`src/rtl/led_pwm_ctrl.sv`:
```
// rtl/led_pwm_ctrl.sv - bus-programmed static LEDs plus two RGB LEDs with shadowed PWM dimming
module led_pwm_ctrl #(
  parameter int PRESCALE_W = 16,
  parameter int DUTY_W     = 8
) (
  input  logic        sys_clk,
  input  logic        rst,
  input  logic        req_valid,
  output logic        req_ready,
  input  logic        req_write,
  input  logic [3:0]  req_addr,
  input  logic [31:0] req_wdata,
  output logic        rsp_valid,
  output logic [31:0] rsp_rdata,
  output logic [3:0]  leds,
  output logic [2:0]  rgb_led_ld4,
  output logic [2:0]  rgb_led_ld5,
  output logic        period_start
);

  localparam logic [3:0] A_CTRL     = 4'd0;
  localparam logic [3:0] A_PRESCALE = 4'd1;
  localparam logic [3:0] A_LEDS     = 4'd2;
  localparam logic [3:0] A_LD4      = 4'd3;
  localparam logic [3:0] A_LD5      = 4'd4;
  localparam logic [3:0] A_STATUS   = 4'd5;
  localparam logic [DUTY_W-1:0] CNT_MAX = '1;

  logic                       en_q, en_d;
  logic [PRESCALE_W-1:0]      prescale_q, prescale_d;
  logic [3:0]                 leds_reg_q, leds_reg_d;
  logic [2:0][DUTY_W-1:0]     ld4_q, ld4_d, ld5_q, ld5_d;
  logic [2:0][DUTY_W-1:0]     sh4_q, sh4_d, sh5_q, sh5_d;
  logic [PRESCALE_W-1:0]      pre_cnt_q, pre_cnt_d;
  logic [DUTY_W-1:0]          pwm_cnt_q, pwm_cnt_d;
  logic                       rsp_valid_q, rsp_valid_d;
  logic [31:0]                rsp_rdata_q, rsp_rdata_d;
  logic [3:0]                 leds_q, leds_d;
  logic [2:0]                 ld4_out_q, ld4_out_d, ld5_out_q, ld5_out_d;
  logic                       period_start_q, period_start_d;

  logic        accept;
  logic        wr_en;
  logic        run;
  logic        tick;
  logic        wrap;
  logic [31:0] rd_data;

  always_comb begin
    rd_data = '0;
    case (req_addr)
      A_CTRL:     rd_data[0] = en_q;
      A_PRESCALE: rd_data[PRESCALE_W-1:0] = prescale_q;
      A_LEDS:     rd_data[3:0] = leds_reg_q;
      A_LD4:      for (int i = 0; i < 3; i++) rd_data[8*i +: DUTY_W] = ld4_q[i];
      A_LD5:      for (int i = 0; i < 3; i++) rd_data[8*i +: DUTY_W] = ld5_q[i];
      A_STATUS:   rd_data[DUTY_W-1:0] = pwm_cnt_q;
      default:    rd_data = '0;
    endcase
  end

  always_comb begin
    accept     = req_valid && !rsp_valid_q;
    wr_en      = accept && req_write;
    en_d       = en_q;
    prescale_d = prescale_q;
    leds_reg_d = leds_reg_q;
    ld4_d      = ld4_q;
    ld5_d      = ld5_q;
    if (wr_en) begin
      case (req_addr)
        A_CTRL:     en_d = req_wdata[0];
        A_PRESCALE: prescale_d = req_wdata[PRESCALE_W-1:0];
        A_LEDS:     leds_reg_d = req_wdata[3:0];
        A_LD4:      for (int i = 0; i < 3; i++) ld4_d[i] = req_wdata[8*i +: DUTY_W];
        A_LD5:      for (int i = 0; i < 3; i++) ld5_d[i] = req_wdata[8*i +: DUTY_W];
        default:    ;
      endcase
    end

    rsp_valid_d = accept;
    rsp_rdata_d = (accept && !req_write) ? rd_data : '0;

    // A disabling write stops the counters on its own edge so STATUS never shows a stray step
    run       = en_q && en_d;
    tick      = run && (pre_cnt_q == prescale_q);
    wrap      = tick && (pwm_cnt_q == CNT_MAX);
    pre_cnt_d = '0;
    pwm_cnt_d = '0;
    if (run) begin
      pre_cnt_d = tick ? '0 : pre_cnt_q + PRESCALE_W'(1);
      pwm_cnt_d = tick ? pwm_cnt_q + DUTY_W'(1) : pwm_cnt_q;
      if (wr_en && (req_addr == A_PRESCALE)) pre_cnt_d = '0;
    end

    // Shadows take the pre-edge duty, so a write landing on the wrap waits a full period
    sh4_d = sh4_q;
    sh5_d = sh5_q;
    if (!en_q || wrap) begin
      sh4_d = ld4_q;
      sh5_d = ld5_q;
    end

    for (int i = 0; i < 3; i++) begin
      ld4_out_d[i] = en_q && (pwm_cnt_q < sh4_q[i]);
      ld5_out_d[i] = en_q && (pwm_cnt_q < sh5_q[i]);
    end
    leds_d         = en_q ? leds_reg_q : '0;
    period_start_d = wrap;
  end

  always_ff @(posedge sys_clk or posedge rst) begin
    if (rst) begin
      en_q           <= 1'b0;
      prescale_q     <= '0;
      leds_reg_q     <= '0;
      ld4_q          <= '0;
      ld5_q          <= '0;
      sh4_q          <= '0;
      sh5_q          <= '0;
      pre_cnt_q      <= '0;
      pwm_cnt_q      <= '0;
      rsp_valid_q    <= 1'b0;
      rsp_rdata_q    <= '0;
      leds_q         <= '0;
      ld4_out_q      <= '0;
      ld5_out_q      <= '0;
      period_start_q <= 1'b0;
    end else begin
      en_q           <= en_d;
      prescale_q     <= prescale_d;
      leds_reg_q     <= leds_reg_d;
      ld4_q          <= ld4_d;
      ld5_q          <= ld5_d;
      sh4_q          <= sh4_d;
      sh5_q          <= sh5_d;
      pre_cnt_q      <= pre_cnt_d;
      pwm_cnt_q      <= pwm_cnt_d;
      rsp_valid_q    <= rsp_valid_d;
      rsp_rdata_q    <= rsp_rdata_d;
      leds_q         <= leds_d;
      ld4_out_q      <= ld4_out_d;
      ld5_out_q      <= ld5_out_d;
      period_start_q <= period_start_d;
    end
  end

  assign req_ready    = !rsp_valid_q;
  assign rsp_valid    = rsp_valid_q;
  assign rsp_rdata    = rsp_rdata_q;
  assign leds         = leds_q;
  assign rgb_led_ld4  = ld4_out_q;
  assign rgb_led_ld5  = ld5_out_q;
  assign period_start = period_start_q;

endmodule

```
`config.mk`:
```
export PLATFORM = sky130hd
export DESIGN_NAME = led_pwm_ctrl
export DESIGN_NICKNAME = d
export VERILOG_FILES = /design/src/rtl/led_pwm_ctrl.sv
export SDC_FILE = /design/constraint.sdc
export NUM_CORES = 1
export LEC_CHECK = 0
export ABC_CLOCK_PERIOD_IN_PS = 17600
export BUFFER_PORTS_ARGS = -buffer_cell sky130_fd_sc_hd__buf_2
export CAP_MARGIN = 20
export CORE_MARGIN = 1
export CORE_UTILIZATION = 64
export DETAILED_ROUTE_END_ITERATION = 16
export PLACE_DENSITY_LB_ADDON = 0.15
export REMOVE_ABC_BUFFERS = 1
export SYNTH_ARGS = -nofsm -noshare
export SYNTH_HDL_FRONTEND = slang
export SYNTH_SLANG_ARGS = --single-unit
```
`constraint.sdc`:
```
create_clock -name sys_clk -period 17.6 [get_ports sys_clk]
set_input_delay 3.52 -clock sys_clk [delete_from_list [all_inputs] [get_ports sys_clk]]
set_output_delay 3.52 -clock sys_clk [all_outputs]
set_load 0.02 [all_outputs]
```
* Word-level counts from Yosys, hierarchy flattened
Index checks and enable logic that the tools add are counted.
** Word-level totals
- Register bits :: 177
- Bits of input ports :: 40
- Output and inout bits :: 45
- Word-level logic and storage cells :: 75
** Operators by class
- $add $sub $neg :: 2
- $lt $le $gt $ge :: 6
- Equality and inequality tests :: 8
- Mux-type cells :: 14
- Reduce and logical (&&, ||, !) cells :: 22
** Operator list (count)
- < comparator 8 bit :: 6
- 2-to-1 mux 16 bit :: 3
- 2-to-1 mux 24 bit :: 1
- case mux 8 bit (3 select lines) :: 1
- adder 16 x 1 -> 16 bit (second input constant) :: 1
- equality test 16 bit :: 1
- 2-to-1 mux 8 bit :: 2
- case mux 4 bit (4 select lines) :: 1
- case mux 8 bit (2 select lines) :: 1
- case mux 3 bit (5 select lines) :: 1
- logical AND 1 bit :: 13
- adder 8 x 1 -> 8 bit (second input constant) :: 1
- equality test 4 x 2 -> 1 bit (second input constant) :: 2
- equality test 4 x 3 -> 1 bit (second input constant) :: 2
- equality test 8 bit (second input constant) :: 1
- AND reduction 2 bit :: 4
- case mux 1 bit (6 select lines) :: 1
- equality test 4 x 1 -> 1 bit (second input constant) :: 1
- logical NOT 4 bit :: 1
- 2-to-1 mux 4 bit :: 1
- logical NOT 1 bit :: 3
- 2-to-1 mux 1 bit :: 2
- != test 2 x 1 -> 1 bit (second input constant) :: 1
- logical OR 1 bit :: 1

* Longest topological paths before layout
Gate-level depths: netlist of the first run.
- Word-level depth :: 9
- Mapped depth :: 8
- Mapped depth without buffers :: 7

* Worst setup path before layout of the first run
Ideal clock, no wire load.
- Path kind :: input to register
- From :: input req_addr[3]
- To :: register ld4_q[0] in the netlist's numbering
- Arrival :: 5.317 ns
- Slack :: 12.159 ns
- Stages on the path :: 8
- Buffers on the path :: 4
- Cells stage by stage :: clkbuf_1 > nor3b_2 > and2_1 > buf_2 > nor2b_1 > clkbuf_1 > buf_2 > mux2_2
** On the way
- Cells in the longest elaborated chain, start to end :: 2
** RTL lines
- from (decl) :: RTL line 11 : input logic [3:0] req_addr,
- equality test 4 x 2 -> 1 bit :: RTL line 71 : case (req_addr)
- AND reduction 2 bit (no source line)
- to (signal assigned) :: RTL line 133 : ld4_q <= ld4_d;
- to (decl) :: RTL line 32 : logic [2:0][DUTY_W-1:0] ld4_q, ld4_d, ld5_q, ld5_d;
No other way between the ends.
A chain may end at the register's enable or synchronous reset.

* Worst setup path after layout of the first run
- From :: input req_addr[0]
- To :: register ld4_q[14] in the netlist's numbering
The elaborated chain is that of the path after synthesis.

==> reports/metrics.yaml, run 1 <==
sta:
  setup_viol: 0
  worst_slew_pin_slew_ns: 1.01
  hold_violations: 0
  finalCriticalPeriod_ns: 6.47
  final_max_slew_viol_count: 0
  rsz0062_at_grt: "no"
  fin_skew_ns: 0.00756
  timing.fmax_ghz: 0.155
  setup_tns_ns: 0
  max_slew_margin: 0.320
  finalCritPeriodShare: 0.368
logic_synthesis:
  ys_top_cells_by_count: "177 x dfrtp_1, 105 x mux2_2, 48 x inv_1, 44 x ha_1, 42 x nor2_1"
  avgSynthCellArea_sq_um: 12.7
  ys_types: 48
  synth_cells: 668
  syn_area_sq_um: 8500
  ys.flop_type: "dfrtp_1"
  synth-async-reset-ratio: 1.00
  yosysMostFrequentCell: "dfrtp_1"
  synth_edf_count: 0
  synthSimpleGateAreaFrac: 0.0791
  yosys_register_bits: 177
  muxShareOfSynthArea: 0.176
  synth_area_leader_cell: "dfrtp_1"
  yosys_warnings: 0
  synth_xor_area_frac: 0.0361
  synth_adder_area_share: 0.0648
  synth_compound_area_frac: 0.0749
  yosysTopAreaCellShare: 0.521
  ys_top_cells_by_area: "dfrtp_1 52%, mux2_2 14%, ha_1 6.5%"
  synth_seq_area_share: 0.521
  synth_top_family_by_area: "multiplexers"
hold_path:
  hp-class: "reg -> reg"
  min_to: "leds[2]"
  hold_start: "leds_reg_q[2]"
  min_path_cells: 1
layout:
  drive_gt1_frac: 0.320
  diodes: 0
  num-nets-final: 818
  fillers: 841
  fin_cells: 918
  syn_to_final_growth_pct: 12.2
setup_path:
  path_class: "in -> reg"
  reg2reg_slack_ns: 14.17
  timing.rr.end: "sh4_q[2]"
  worstSetupEndpointType: "flop"
  cp-start-kind: "input pin"
  critPathSlowestCell: "nor2b_2"
  slowest_delay_ns: 0.84
  worstRegToRegCells: 7
  r2r-start: "prescale_q[7]"
  cp_data_required_time_ns: 17.91
  cp.arrival_ns: 6.78
  cp_cell_sequence: "buf_2 > nor3b_2 > and2_1 > nor2b_2 > buf_4 > mux2_2"
  critPathMaxFanout: 17
pwr:
  power_leakage_nw: 4.57
  vdd_ir_drop_max_mv: 0.0746
  cellPowerDensity_nw_per_um2: 112
grt:
  grt_max_degree: 93
  grt_overflow_total: 0
  grt_pass1_vias: 5545
  grt.met3_usage: 0.0551
  busiest_layer: "met2"
  antenna_found_initial: 0
  grt_pass1_wl_um: 28800
  grtUsageMet2: 0.480
  grtUsageTotal: 0.287
  grt_use_met1: 0.368
clock_tree:
  post_cts_buffers: 0
  cts_buffers: 17
  cts.sinks: 177
  cts_resized: 0
  clk_pin_slew_ns: 0.06
  clk_latency_ns: 0.43
  tritoncts: "built"
  clk_path_buf_depth: 2
  cts_root_buf: "clkbuf_16"
  cts_hold_buf: 0
  htree_num_levels: 4
status:
  status: "complete, no violations"
die:
  rows: 41
  fp.dieH_um: 117
  dieArea_sq_um: 13700
  io_pins: 85
  start_util: 0.665
  coreArea_sq_um: 12800
  die_w_um: 117
detailed_routing:
  wirelength_um: 17900
  avgViaCountPerCell: 5.87
  drtIter0Drc: 311
  drcViolationCount: 0
  postRouteAntennaNets: 0
  drtPass1Iterations: 5
  num_vias: 5387
  wl_per_cell_um: 19.5
placement:
  dp_hpwl_um: 11800
  numPlacedInstances: 885
  gp_congestion: 0.824
  io_buffer_count: 68
flow_run:
  max_cap_viol_count: 0
==> where the power goes <==
part | internal [W] | switching (W) | leakage, nW | total (W)
clock network | 0.000229 | 0.000145 | 0.285 | 0.000374
logic | 0.0000988 | 0.0000898 | 1.92 | 0.000189
registers | 0.000465 | 0.0000450 | 2.36 | 0.000510
total | 0.000793 | 0.000279 | 4.57 | 0.00107
==> placed cells by master, fill, tap and decap left out, types with 7 or more instances in the layout <==
cell / instances
mux2_4: 20
ha_1: 44
nand4_1: 7
a222oi_1: 10
and3_1: 9
nand2_1: 9
buf_2: 68
a21oi_1: 15
inv_1: 47
nor2_1: 42
clkbuf_16: 17
xnor2_1: 22
dfrtp_1: 177
conb_1: 8
buf_4: 8
mux2_2: 105
nor2b_1: 7
xor2_1: 13
nand2b_1: 13
nand3_1: 9
a22oi_1: 18
==> stage by stage <==
step	instance area (sq um)	total power (W)	util	worst slack, ns	hold slack [ns]
2_1_floorplan	8300	0.000646	-	9.28	0.477
3_3_place_gp	8920	0.000691	0.699	10.75	0.491
3_5_place_dp	8920	0.000703	0.699	10.69	0.495
4_1_cts	9500	0.00108	0.744	11.18	0.504
5_1_grt	9540	0.00112	0.747	11.00	0.512
6_report	9540	0.00107	0.747	11.13	0.503
==> critical path: cells and delay by family <==
kind                   cells  cell delay (ns)
buffers and inverters      2             0.61
multiplexers               1             0.37
AND/OR/NAND/NOR            3             2.25
==> sequential cells by signal, summed over array words and instances (netlist names) <==
signal / flops
rgb_led_ld5: 3
prescale_q: 16
en_q: 1
rgb_led_ld4: 3
period_start: 1
rsp_valid: 1
pwm_cnt_q: 8
ld4_q: 24
leds_reg_q: 4
pre_cnt_q: 16
leds: 4
ld5_q: 24
rsp_rdata: 24
sh4_q: 24
sh5_q: 24
==> routing by layer <==
metal,vias to the layer above,wire [um]
met5,-,0
met4,0,433
met3,34,763
met2,144,8810
met1,2730,7870
li1,2479,-
==> kinds of logic (layout without fill, tap and decap cells) <==
group                    after synthesis  count (layout)
AO/OA/AOI/OAI                         81              81
XOR/XNOR                              35              35
adder cells (fa/ha/maj)               44              44
buffers and inverters                 85             156
flip-flops                           177             177
multiplexers                         126             126
other                                  1               8
AND/OR/NAND/NOR                      119             119
==> cell type report <==
type | instances | area, sq um | area share
Sequential cell | 177 | 4430 | 0.464
Multi-Input combinational cell | 413 | 3700 | 0.388
Clock inverter | 6 | 105 | 0.0110
Tap cell | 172 | 215 | 0.0226
Timing Repair Buffer | 77 | 428 | 0.0449
Inverter | 48 | 185 | 0.0194
Clock buffer | 25 | 475 | 0.0498
==> worst max-delay path by stage <==
stage	cells past startpoint	endpoint	start	slack [ns]
2_1_floorplan	1	en_q	rst	9.28
3_3_place_gp	6	ld4_q[1]	req_addr[0]	10.75
3_5_place_dp	6	ld4_q[12]	req_addr[0]	10.69
4_1_cts	6	ld4_q[15]	req_addr[0]	11.18
5_1_grt	6	ld4_q[1]	req_addr[0]	11.00
6_report	6	ld4_q[14]	req_addr[0]	11.13
No activity file was read; power rests on OpenSTA's default activity.
==> run 2, diff against run 1 <==
Settings changed: ABC_AREA set to 1, ABC_CLOCK_PERIOD_IN_PS 17600 to 5700, CORE_UTILIZATION 64 to 54.
Clock period 17.6 ns to 5.7 ns, I/O delays scaled along.
==> reports/metrics.yaml, run 2 <==
layout:
  multiInputGateArea_sq_um: 3450  # was 3700 sq um
  num-nets-final: 1180  # was 818
  seq_area_sq_um: 4430  # unchanged
  post-route-util: 0.631  # was 0.747
  drive_gt1_frac: 0.116  # was 0.320
  syn_to_final_growth_pct: 12.7  # was 12.2%
  final_common_cell: "nand2_1"  # was dfrtp_1
  diodes: 0  # unchanged
  fillers: 1378  # was 841
  layout_common_cells: "321 x nand2_1, 177 x dfrtp_1, 126 x inv_1, 93 x o21ai_0"  # was 177 x dfrtp_1, 105 x mux2_2, 68 x buf_2, 47 x inv_1, 44 x ha_1
setup_path:
  critPathMaxFanout: 24  # was 17
  cp-start-kind: "input pin"  # unchanged
  cp.arrival_ns: 3.19  # was 6.78 ns
  worstRegToRegCells: 11  # was 7
  path_depth: 8  # was 6
  cp_data_required_time_ns: 6.01  # was 17.91 ns
  crit_family: "simple AND/OR/NAND/NOR gates"  # unchanged
  critPathSlowestCell: "inv_1"  # was nor2b_2
  cp_cell_sequence: "buf_2 > nor2_1 > nand2_1 > inv_1 > nand2_1 > buf_4 > nand2_2 > nor2_1"  # was buf_2 > nor3b_2 > and2_1 > nor2b_2 > buf_4 > mux2_2
  path_class: "in -> reg"  # unchanged
  cp.buffers_inverters: 3  # was 2
  slowest_delay_ns: 0.44  # was 0.84 ns
  worstSetupEndpointType: "flop"  # unchanged
detailed_routing:
  drtIter0Drc: 598  # was 311
  avgViaCountPerCell: 5.18  # was 5.87
  drtPass1Iterations: 5  # unchanged
  num_vias: 6841  # was 5387
  wirelength_um: 19600  # was 17900 um
  drcViolationCount: 0  # unchanged
  postRouteAntennaNets: 0  # unchanged
  wl_per_cell_um: 14.8  # was 19.5 um
die:
  start_util: 0.560  # was 0.665
  rows: 45  # was 41
  io_pins: 85  # unchanged
  die_w_um: 128  # was 117 um
  coreArea_sq_um: 15400  # was 12800 sq um
  dieArea_sq_um: 16400  # was 13700 sq um
  fp.dieH_um: 128  # was 117 um
logic_synthesis:
  avgSynthCellArea_sq_um: 8.31  # was 12.7 sq um
  synth_area_leader_cell: "dfrtp_1"  # unchanged
  synth_cells: 1035  # was 668
  synth_seq_area_share: 0.515  # was 0.521
  ys_top_cells_by_count: "321 x nand2_1, 177 x dfrtp_1, 127 x inv_1, 93 x o21ai_0, 68 x nand3_1"  # was 177 x dfrtp_1, 105 x mux2_2, 48 x inv_1, 44 x ha_1, 42 x nor2_1
  synth-async-reset-ratio: 1.00  # unchanged
  yosys_register_bits: 177  # unchanged
  syn_area_sq_um: 8610  # was 8500 sq um
  ys_top_cells_by_area: "dfrtp_1 51%, nand2_1 14%, ha_1 6.4%"  # was dfrtp_1 52%, mux2_2 14%, ha_1 6.5%
  ys_types: 30  # was 48
  synth_edf_count: 0  # unchanged
  ys.flop_type: "dfrtp_1"  # unchanged
  yosysTopAreaCellShare: 0.515  # was 0.521
  yosysMostFrequentCell: "nand2_1"  # was dfrtp_1
  yosys_warnings: 0  # unchanged
sta:
  setup_viol: 0  # unchanged
  worst_slew_pin_slew_ns: 0.759  # was 1.01 ns
  finalCriticalPeriod_ns: 2.88
  hold_violations: 0  # unchanged
  hold_slack_ns: 0.493  # was 0.503 ns
  finalCritPeriodShare: 0.505
  timing.fmax_ghz: 0.347
  rsz0062_at_grt: "no"  # unchanged
  final_max_slew_viol_count: 0  # unchanged
  max_slew_margin: 0.494  # was 0.320
  fin_skew_ns: 0.00776  # was 0.00756 ns
clock_tree:
  cts_resized: 0  # unchanged
  clk_path_buf_depth: 2  # unchanged
  cts_hold_buf: 0  # unchanged
  clk_pin_slew_ns: 0.07  # was 0.06 ns
  cts_root_buf: "clkbuf_16"  # unchanged
  htree_num_levels: 4  # unchanged
  cts_buffers: 17  # unchanged
  post_cts_buffers: 0  # unchanged
  clk_latency_ns: 0.43  # about the same
  cts.sinks: 177  # unchanged
  tritoncts: "built"  # unchanged
grt:
  grt_overflow_total: 0  # unchanged
  grtUsageTotal: 0.260  # was 0.287
  grt_max_degree: 113  # was 93
  grt_pass1_wl_um: 32500  # was 28800 um
  antenna_found_initial: 0  # unchanged
  grt_pass1_vias: 6432  # was 5545
pwr:
  power_leakage_nw: 5.15  # was 4.57 nW
  cellPowerDensity_nw_per_um2: 346  # was 112 nW/um^2
  power_w: 0.00336  # was 0.00107 W
  vdd_ir_drop_max_mv: 0.217  # was 0.0746 mV
placement:
  gp_congestion: 0.833  # was 0.824
  dp_hpwl_um: 12800  # was 11800 um
  io_buffer_count: 68  # unchanged
hold_path:
  hp-class: "reg -> reg"  # unchanged
  min_path_cells: 2  # was 1
status:
  status: "complete, no violations"  # unchanged
flow_run:
  max_cap_viol_count: 0  # unchanged
==> run 2: path summary, 6_finish.rpt <==
kind	start	slack [ns]	end
min in group asynchronous	rst	0.74	rsp_rdata[9]
max in group asynchronous	rst	3.74	prescale_q[6]
min	ld4_q[7]	0.49	sh4_q[7]
min reg2reg	ld4_q[7]	0.49	sh4_q[7]
max reg2reg	pwm_cnt_q[1]	3.09	sh4_q[17]
max	req_addr[3]	2.82	pre_cnt_q[13]
==> run 2: layout make-up <==
| class | instances | area share |
|---|---|---|
| Clock inverter | 9 | 0.0108 |
| Inverter | 136 | 0.0531 |
| Clock buffer | 23 | 0.0503 |
| Sequential cell | 177 | 0.457 |
| Tap cell | 211 | 0.0272 |
| Timing Repair Buffer | 80 | 0.0464 |
| Multi-Input combinational cell | 684 | 0.355 |
==> run 2: worst reg2reg max path: stages (launching register included) <==
cell and delay, ns:
dfrtp_1 0.57, ha_1 0.25, nand2_1 0.10, nor3_2 0.24
inv_1 0.08, nor2_1 0.17, nand4_2 0.11, buf_4 0.30
nand2_1 0.17, buf_4 0.35, nand2_1 0.12, nand2_1 0.08
==> run 2: metal layers <==
| metal | routed length [um] | global-route usage | up-vias |
|---|---|---|---|
| met3 | 905 | 0.0413 | 30 |
| li1 | - | - | 3378 |
| met1 | 9220 | 0.370 | 3263 |
| met4 | 413 | 0.103 | 0 |
| met5 | 0 | 0 | - |
| met2 | 9020 | 0.399 | 170 |
==> run 2: metrics by stage <==
step	cell area, sq um	cells	setup slack [ns]	setup TNS [ns]
global route	9700	1320	2.61	0
finish	9700	1320	2.82	0
global placement	9080	1287	2.41	0
detailed placement	9080	1287	2.35	0
floorplan	8390	997	-0.242	-42.82
CTS	9670	1319	2.80	0
==> run 2: cell families (layout without fill, tap and decap cells) <==
kind of cell | after synthesis | after routing | share of synthesized area
other | 1 | 8 | 0.000436
AO/OA/AOI/OAI | 148 | 148 | 0.0926
buffers and inverters | 181 | 248 | 0.0878
adder cells (fa/ha/maj) | 44 | 44 | 0.0640
XOR/XNOR | 21 | 21 | 0.0214
flip-flops | 177 | 177 | 0.515
AND/OR/NAND/NOR | 463 | 463 | 0.219
==> run 2: where the power goes <==
part / internal (W) / total (W) / switching, W
logic: 0.000213 / 0.000601 / 0.000389
registers: 0.00144 / 0.00157 / 0.000132
clock network: 0.000691 / 0.00118 / 0.000493
